`src/rtl/ps2_pkg.sv`:
```
// Shared definitions for the PS/2 set-2 key event path: prefix bytes,
// sequencer state encoding and the packed event record.
package ps2_pkg;

    localparam logic [7:0] PS2_EXT  = 8'hE0;
    localparam logic [7:0] PS2_BRK  = 8'hF0;
    localparam logic [7:0] PS2_ERR0 = 8'h00;
    localparam logic [7:0] PS2_ERR1 = 8'hFF;

    typedef enum logic [1:0] {
        ST_IDLE     = 2'd0,
        ST_GOT_E0   = 2'd1,
        ST_GOT_F0   = 2'd2,
        ST_GOT_E0F0 = 2'd3
    } ps2_state_t;

    // Event record {repeat, break, ext, code}
    typedef struct packed {
        logic       rep;
        logic       brk;
        logic       ext;
        logic [7:0] code;
    } ps2_evt_t;

    localparam int EVT_W = 11;

    function automatic logic is_err_byte(input logic [7:0] b);
        return (b == PS2_ERR0) || (b == PS2_ERR1);
    endfunction

endpackage

```
`src/rtl/ps2_evt_fifo.sv`:
```
// Generic synchronous FIFO with show-ahead head output; a push into a full
// FIFO is accepted only when a pop happens on the same cycle.
module ps2_evt_fifo #(
    parameter int WIDTH = 11,
    parameter int DEPTH = 8
) (
    input  logic             clk,
    input  logic             resetn,
    input  logic             push,
    input  logic [WIDTH-1:0] push_data,
    input  logic             pop,
    output logic [WIDTH-1:0] pop_data,
    output logic             full,
    output logic             empty
);

    localparam int AW = $clog2(DEPTH);
    localparam int CW = AW + 1;

    logic [WIDTH-1:0] mem [DEPTH];
    logic [AW-1:0]    wr_ptr_reg, wr_ptr_next;
    logic [AW-1:0]    rd_ptr_reg, rd_ptr_next;
    logic [CW-1:0]    count_reg,  count_next;
    logic             do_push, do_pop;

    assign empty    = (count_reg == '0);
    assign full     = (count_reg == CW'(DEPTH));
    assign do_pop   = pop && !empty;
    assign do_push  = push && (!full || do_pop);
    assign pop_data = mem[rd_ptr_reg];

    always_comb begin
        wr_ptr_next = wr_ptr_reg;
        rd_ptr_next = rd_ptr_reg;
        count_next  = count_reg;
        if (do_push) begin
            wr_ptr_next = wr_ptr_reg + 1'b1;
        end
        if (do_pop) begin
            rd_ptr_next = rd_ptr_reg + 1'b1;
        end
        case ({do_push, do_pop})
            2'b10:   count_next = count_reg + 1'b1;
            2'b01:   count_next = count_reg - 1'b1;
            default: count_next = count_reg;
        endcase
    end

    always_ff @(posedge clk or negedge resetn) begin
        if (!resetn) begin
            wr_ptr_reg <= '0;
            rd_ptr_reg <= '0;
            count_reg  <= '0;
        end else begin
            wr_ptr_reg <= wr_ptr_next;
            rd_ptr_reg <= rd_ptr_next;
            count_reg  <= count_next;
        end
    end

    // Storage is cleared on reset so the head reads as zero afterwards
    generate
        for (genvar gi = 0; gi < DEPTH; gi++) begin : g_mem
            localparam logic [AW-1:0] IDX = AW'(gi);
            always_ff @(posedge clk or negedge resetn) begin
                if (!resetn) begin
                    mem[gi] <= '0;
                end else if (do_push && (wr_ptr_reg == IDX)) begin
                    mem[gi] <= push_data;
                end
            end
        end
    endgenerate

endmodule

```
`src/rtl/ps2_key_event_ctrl.sv`:
```
// PS/2 set-2 scan-code sequencer: turns checked bytes into make/break key
// events, flags typematic repeats, counts presses and queues events.
module ps2_key_event_ctrl
    import ps2_pkg::*;
#(
    parameter int FIFO_DEPTH     = 8,
    parameter int TIMEOUT_CYCLES = 50000
) (
    input  logic       clk,
    input  logic       resetn,
    input  logic       byte_valid,
    input  logic [7:0] byte_data,
    input  logic       byte_err,
    output logic       evt_valid,
    input  logic       evt_ready,
    output logic [7:0] evt_code,
    output logic       evt_ext,
    output logic       evt_break,
    output logic       evt_repeat,
    output logic [7:0] press_count,
    output logic       ovf,
    input  logic       ovf_clr
);

    localparam int TW = $clog2(TIMEOUT_CYCLES) + 1;

    ps2_state_t     state_reg, state_next;
    logic [TW-1:0]  tmo_cnt_reg, tmo_cnt_next;
    logic           last_valid_reg, last_valid_next;
    logic           last_ext_reg, last_ext_next;
    logic [7:0]     last_code_reg, last_code_next;
    logic [7:0]     press_count_reg, press_count_next;
    logic           pend_valid_reg, pend_valid_next;
    ps2_evt_t       pend_evt_reg, pend_evt_next;
    logic           ovf_reg, ovf_next;

    logic           fire, fire_ext, fire_brk, fire_rep, last_match;
    logic           fifo_full, fifo_empty, fifo_pop, drop;
    logic [EVT_W-1:0] fifo_rd_data;
    ps2_evt_t       head_evt;

    // Sequencer and timeout
    always_comb begin
        state_next   = state_reg;
        tmo_cnt_next = tmo_cnt_reg;
        fire         = 1'b0;
        fire_ext     = 1'b0;
        fire_brk     = 1'b0;

        if (byte_valid) begin
            tmo_cnt_next = '0;
        end else if (state_reg != ST_IDLE) begin
            if (tmo_cnt_reg == TW'(TIMEOUT_CYCLES - 1)) begin
                state_next   = ST_IDLE;
                tmo_cnt_next = '0;
            end else begin
                tmo_cnt_next = tmo_cnt_reg + 1'b1;
            end
        end else begin
            tmo_cnt_next = '0;
        end

        if (byte_valid) begin
            if (byte_err || is_err_byte(byte_data)) begin
                state_next = ST_IDLE;
            end else if (byte_data == PS2_EXT) begin
                state_next = ST_GOT_E0;
            end else if (byte_data == PS2_BRK) begin
                case (state_reg)
                    ST_IDLE:   state_next = ST_GOT_F0;
                    ST_GOT_E0: state_next = ST_GOT_E0F0;
                    default:   state_next = state_reg;
                endcase
            end else begin
                fire       = 1'b1;
                fire_ext   = (state_reg == ST_GOT_E0) || (state_reg == ST_GOT_E0F0);
                fire_brk   = (state_reg == ST_GOT_F0) || (state_reg == ST_GOT_E0F0);
                state_next = ST_IDLE;
            end
        end
    end

    // Repeat tracking runs whether or not the event later fits in the FIFO
    always_comb begin
        last_valid_next  = last_valid_reg;
        last_ext_next    = last_ext_reg;
        last_code_next   = last_code_reg;
        press_count_next = press_count_reg;
        fire_rep         = 1'b0;
        last_match       = last_valid_reg && (last_ext_reg == fire_ext) &&
                           (last_code_reg == byte_data);

        if (fire) begin
            if (fire_brk) begin
                if (last_match) begin
                    last_valid_next = 1'b0;
                end
            end else if (last_match) begin
                fire_rep = 1'b1;
            end else begin
                press_count_next = press_count_reg + 1'b1;
                last_valid_next  = 1'b1;
                last_ext_next    = fire_ext;
                last_code_next   = byte_data;
            end
        end

        pend_valid_next = fire;
        pend_evt_next   = pend_evt_reg;
        if (fire) begin
            pend_evt_next = '{rep: fire_rep, brk: fire_brk, ext: fire_ext, code: byte_data};
        end
    end

    assign fifo_pop = evt_valid && evt_ready;
    assign drop     = pend_valid_reg && fifo_full && !fifo_pop;

    always_comb begin
        ovf_next = ovf_reg;
        if (drop) begin
            ovf_next = 1'b1;
        end else if (ovf_clr) begin
            ovf_next = 1'b0;
        end
    end

    always_ff @(posedge clk or negedge resetn) begin
        if (!resetn) begin
            state_reg       <= ST_IDLE;
            tmo_cnt_reg     <= '0;
            last_valid_reg  <= 1'b0;
            last_ext_reg    <= 1'b0;
            last_code_reg   <= '0;
            press_count_reg <= '0;
            pend_valid_reg  <= 1'b0;
            pend_evt_reg    <= '0;
            ovf_reg         <= 1'b0;
        end else begin
            state_reg       <= state_next;
            tmo_cnt_reg     <= tmo_cnt_next;
            last_valid_reg  <= last_valid_next;
            last_ext_reg    <= last_ext_next;
            last_code_reg   <= last_code_next;
            press_count_reg <= press_count_next;
            pend_valid_reg  <= pend_valid_next;
            pend_evt_reg    <= pend_evt_next;
            ovf_reg         <= ovf_next;
        end
    end

    ps2_evt_fifo #(
        .WIDTH (EVT_W),
        .DEPTH (FIFO_DEPTH)
    ) u_fifo (
        .clk       (clk),
        .resetn    (resetn),
        .push      (pend_valid_reg),
        .push_data (pend_evt_reg),
        .pop       (fifo_pop),
        .pop_data  (fifo_rd_data),
        .full      (fifo_full),
        .empty     (fifo_empty)
    );

    assign head_evt    = ps2_evt_t'(fifo_rd_data);
    assign evt_valid   = !fifo_empty;
    assign evt_code    = head_evt.code;
    assign evt_ext     = head_evt.ext;
    assign evt_break   = head_evt.brk;
    assign evt_repeat  = head_evt.rep;
    assign press_count = press_count_reg;
    assign ovf         = ovf_reg;

endmodule
```
`config.mk`:
```
export PLATFORM = sky130hd
export DESIGN_NAME = ps2_key_event_ctrl
export DESIGN_NICKNAME = d
export VERILOG_FILES = /design/src/rtl/ps2_pkg.sv /design/src/rtl/ps2_evt_fifo.sv /design/src/rtl/ps2_key_event_ctrl.sv
export SDC_FILE = /design/constraint.sdc
export NUM_CORES = 1
export LEC_CHECK = 0
export ABC_CLOCK_PERIOD_IN_PS = 5220
export BUFFER_PORTS_ARGS = -buffer_cell sky130_fd_sc_hd__buf_2
export CAP_MARGIN = 5
export CORE_MARGIN = 2
export CORE_UTILIZATION = 45
export CTS_CLUSTER_DIAMETER = 120
export CTS_CLUSTER_SIZE = 24
export DETAILED_ROUTE_END_ITERATION = 6
export GPL_TIMING_DRIVEN = 0
export HOLD_SLACK_MARGIN = 0.05
export PLACE_DENSITY = 0.61
export SLEW_MARGIN = 20
export SYNTH_ARGS = -nofsm -noshare
export SYNTH_HDL_FRONTEND = slang
export SYNTH_SLANG_ARGS = --single-unit
```
`constraint.sdc`:
```
create_clock -name clk -period 5.22 [get_ports clk]
set_clock_uncertainty 0.1 [all_clocks]
set_input_delay 1.044 -clock clk [delete_from_list [all_inputs] [get_ports clk]]
set_output_delay 1.044 -clock clk [all_outputs]
set_load 0.01 [all_outputs]
```
==> out/results.txt <==
Status = finished clean
Worst slew margin = 45.6%
Core Box Area = 0.0151 sq mm
Num CTS Buffers = 17
Worst-margin pin slew = 0.815 ns
Nets = 582
Setup TNS = 0 ns
CTS resizes = 0
Top Ports = 35
Port bufs = 34
GRT Util Overall = 18.5%
Worst Path Max Fanout = 10
Reg-to-reg startpoint = u_fifo.count_reg[1]$_DFFE_PN0P_
Worst slack, placed = 1.77 ns
Power per standard cell area = 508 mW/mm^2
Fillers = 1300
VDD IR-drop max = 0.252 mV
Peak Freq = 281 MHz
Largest net degree at the start of global routing = 78
Initial antenna violation count = 1
Worst hold endpoint = press_count[7]$_DFFE_PN0P_
Mean post-synth cell area = 13.8 sq um
# DRC = 0
Fin crit share = 68.1%
RSZ-0062 raised after global routing = false
Final Hold Viols = 0
Mapped Nets = 528
Detailed Route Iter0 Violations = 204
Worst path arrival time = 2.41 ns
Main area contributors after synthesis = dfrtp_1 54%, mux2_2 19%, mux4_2 7.2%
Die H = 128 um
Clock sink total = 148
Post-CTS Repair Setup Buffers = 0
Cell Area, Placed = 0.00733 sq mm
Slew Viols, Final = 0
Netlist Area Pre-Place = 0.00689 sq mm
R2R Setup Slk = 2.61 ns
Syn-to-layout area delta = 14.2%
Number of flip-flops under the largest register name = 88
H-tree depth = 4
Synthesized flop and latch total = 148
Root Driver = clkbuf_16
Tot Pwr = 3.99 mW
Final ANT Viol Nets = 0
Worst hold-check path type = reg -> reg
CTS Hold Bufs = 0
Dpl hpwl = 8890 um
Overflow after GRT = 0
Die Width = 128 um
Yosys warning total = 0
Final WS setup = 1.67 ns
Synth area leader = dfrtp_1
Multi-input gate area = 0.00299 sq mm
Min Clock Period, post-route = 3.55 ns
CTS clock-pin slew for the worst setup and hold paths = 0.06 ns
Final instance area = 0.00787 sq mm
Wire per inst = 18.1 um
TritonCTS clock tree = done
First-pass GRT wire length = 22700 um
Vias = 4056
Final setup violation count = 0
First drt pass iteration count = 4
Total routed wirelength = 13600 um
Reg2reg end = u_fifo.count_reg[3]$_DFFE_PN0P_
Hold Path Origin = press_count[7]$_DFFE_PN0P_
Number of core rows = 45
Leak = 3.59 nW
Vias/cell = 5.38
Worst setup SP type = register
Final Util = 52.1%
CP required = 4.08 ns
Hold Crit Depth = 1
Top-area cell type share of the netlist area = 53.8%
Sequential area share after synthesis = 53.8%
RePlAce Congestion = 0.775
# diodes = 0
R2R depth = 10
Kind of critical path = reg -> out
FF+latch area = 0.00370 sq mm
Clock Path Buffers = 2
CP Capture Type = primary output
Synth unique cells = 42
Layout cells sized above 1 = 39.0%
DIE AREA = 0.0163 sq mm
Max Cap Viol = 0
Vias in the first global route = 4307
Initial core utilization = 45.7%
Cells after Synth = 499
Skew-Pair Late Insertion Delay = 0.41 ns
==> through the flow <==
step	hold slack [ns]	cells
2_1_floorplan	0.356	499
3_3_place_gp	0.359	721
3_5_place_dp	0.359	722
4_1_cts	0.374	754
5_1_grt	0.398	754
6_report	0.369	754
==> worst max path at each step <==
stage                              endpoint  slack [ns]  cells after the start                             start
6_report                        evt_code[1]        1.67                      4  u_fifo.rd_ptr_reg[1]$_DFFE_PN0N_
5_1_grt                         evt_code[1]        1.54                      5  u_fifo.rd_ptr_reg[0]$_DFFE_PN0N_
4_1_cts                         evt_code[1]        1.62                      5  u_fifo.rd_ptr_reg[0]$_DFFE_PN0N_
3_5_place_dp     press_count[5]$_DFFE_PN0P_        1.77                     12                      byte_data[7]
3_3_place_gp     press_count[7]$_DFFE_PN0P_        0.94                      1                            resetn
2_1_floorplan  last_code_reg[0]$_DFFE_PN0P_        2.22                      9                      byte_data[7]
==> per-layer routing <==
| metal | wire length, um | global-route usage (%) |
|---|---|---|
| met5 | 12 | 0 |
| met4 | 196 | 6.21 |
| met3 | 438 | 5.47 |
| met2 | 6780 | 30.4 |
| met1 | 6210 | 23.7 |
==> power by group <==
group          internal [mW]  switching [mW]
Clock                  0.678           0.437
Sequential              1.47           0.215
Combinational          0.668           0.525
Total                   2.81            1.18
==> critical path, cell delays in order (launching register included) <==
cell	delay (ns)
dfrtp_1	0.49
clkbuf_1	0.64
mux4_2	0.42
mux2_2	0.30
buf_2	0.14
==> cell usage after synthesis <==
cell type,instances
dfrtp_1,148
mux2_2,115
nor2_1,24
mux4_2,22
nand2_1,20
nand3_1,20
inv_1,19
xnor2_1,19
xor2_1,18
ha_1,14
o21ai_0,10
buf_4,8
nor3_1,8
buf_2,7
nand4_1,7
a21oi_1,4
and3_1,3
clkbuf_1,3
a21o_1,2
and4_1,2
buf_6,2
nor4_1,2
o31ai_1,2
or3_1,2
a21o_2,1
a31oi_2,1
a32oi_1,1
and2_1,1
and4_4,1
fa_1,1
nand3b_1,1
nor2b_1,1
nor3_2,1
nor4_2,1
nor4_4,1
o211ai_1,1
o211ai_2,1
o21ai_2,1
o21bai_1,1
o22ai_1,1
or4_1,1
or4b_1,1
==> cell usage in the layout (no fill, tap or decap), types with 3 or more instances in the layout <==
| cell | netlist | final |
|---|---|---|
| a21oi_1 | 4 | 4 |
| clkinv_2 | 0 | 4 |
| clkbuf_16 | 0 | 17 |
| buf_4 | 8 | 8 |
| xor2_1 | 18 | 18 |
| inv_1 | 19 | 19 |
| clkbuf_1 | 3 | 11 |
| buf_2 | 7 | 40 |
| nand2_1 | 20 | 20 |
| nor3_1 | 8 | 8 |
| ha_1 | 14 | 14 |
| nand4_1 | 7 | 7 |
| mux2_2 | 115 | 115 |
| nand3_1 | 20 | 20 |
| dfrtp_1 | 148 | 148 |
| nor2_1 | 24 | 24 |
| xnor2_1 | 19 | 19 |
| mux4_2 | 22 | 22 |
| and3_1 | 3 | 3 |
| o21ai_0 | 10 | 10 |
==> cell families (layout without fill, tap and decap cells) <==
group / after synthesis / after routing / share of synthesized area (%)
xor gates and xnor gates: 37 / 37 / 4.70
AOI/OAI and AO/OA: 26 / 26 / 2.51
and+or+nand+nor: 97 / 97 / 7.30
muxes: 137 / 137 / 26.0
adders and majority gates: 15 / 15 / 2.83
DFF: 148 / 148 / 53.8
buffers and inverters: 39 / 106 / 2.91
==> cell type report <==
class                           count  area share [%]
Sequential cell                   148            47.1
Multi-Input combinational cell    312            38.0
Clock buffer                       27            6.14
Tap cell                          188            2.99
Timing Repair Buffer               35            2.64
Buffer                             20            1.64
Inverter                           19           0.907
Clock inverter                      5           0.636
Power figures use the tool's default switching activity.
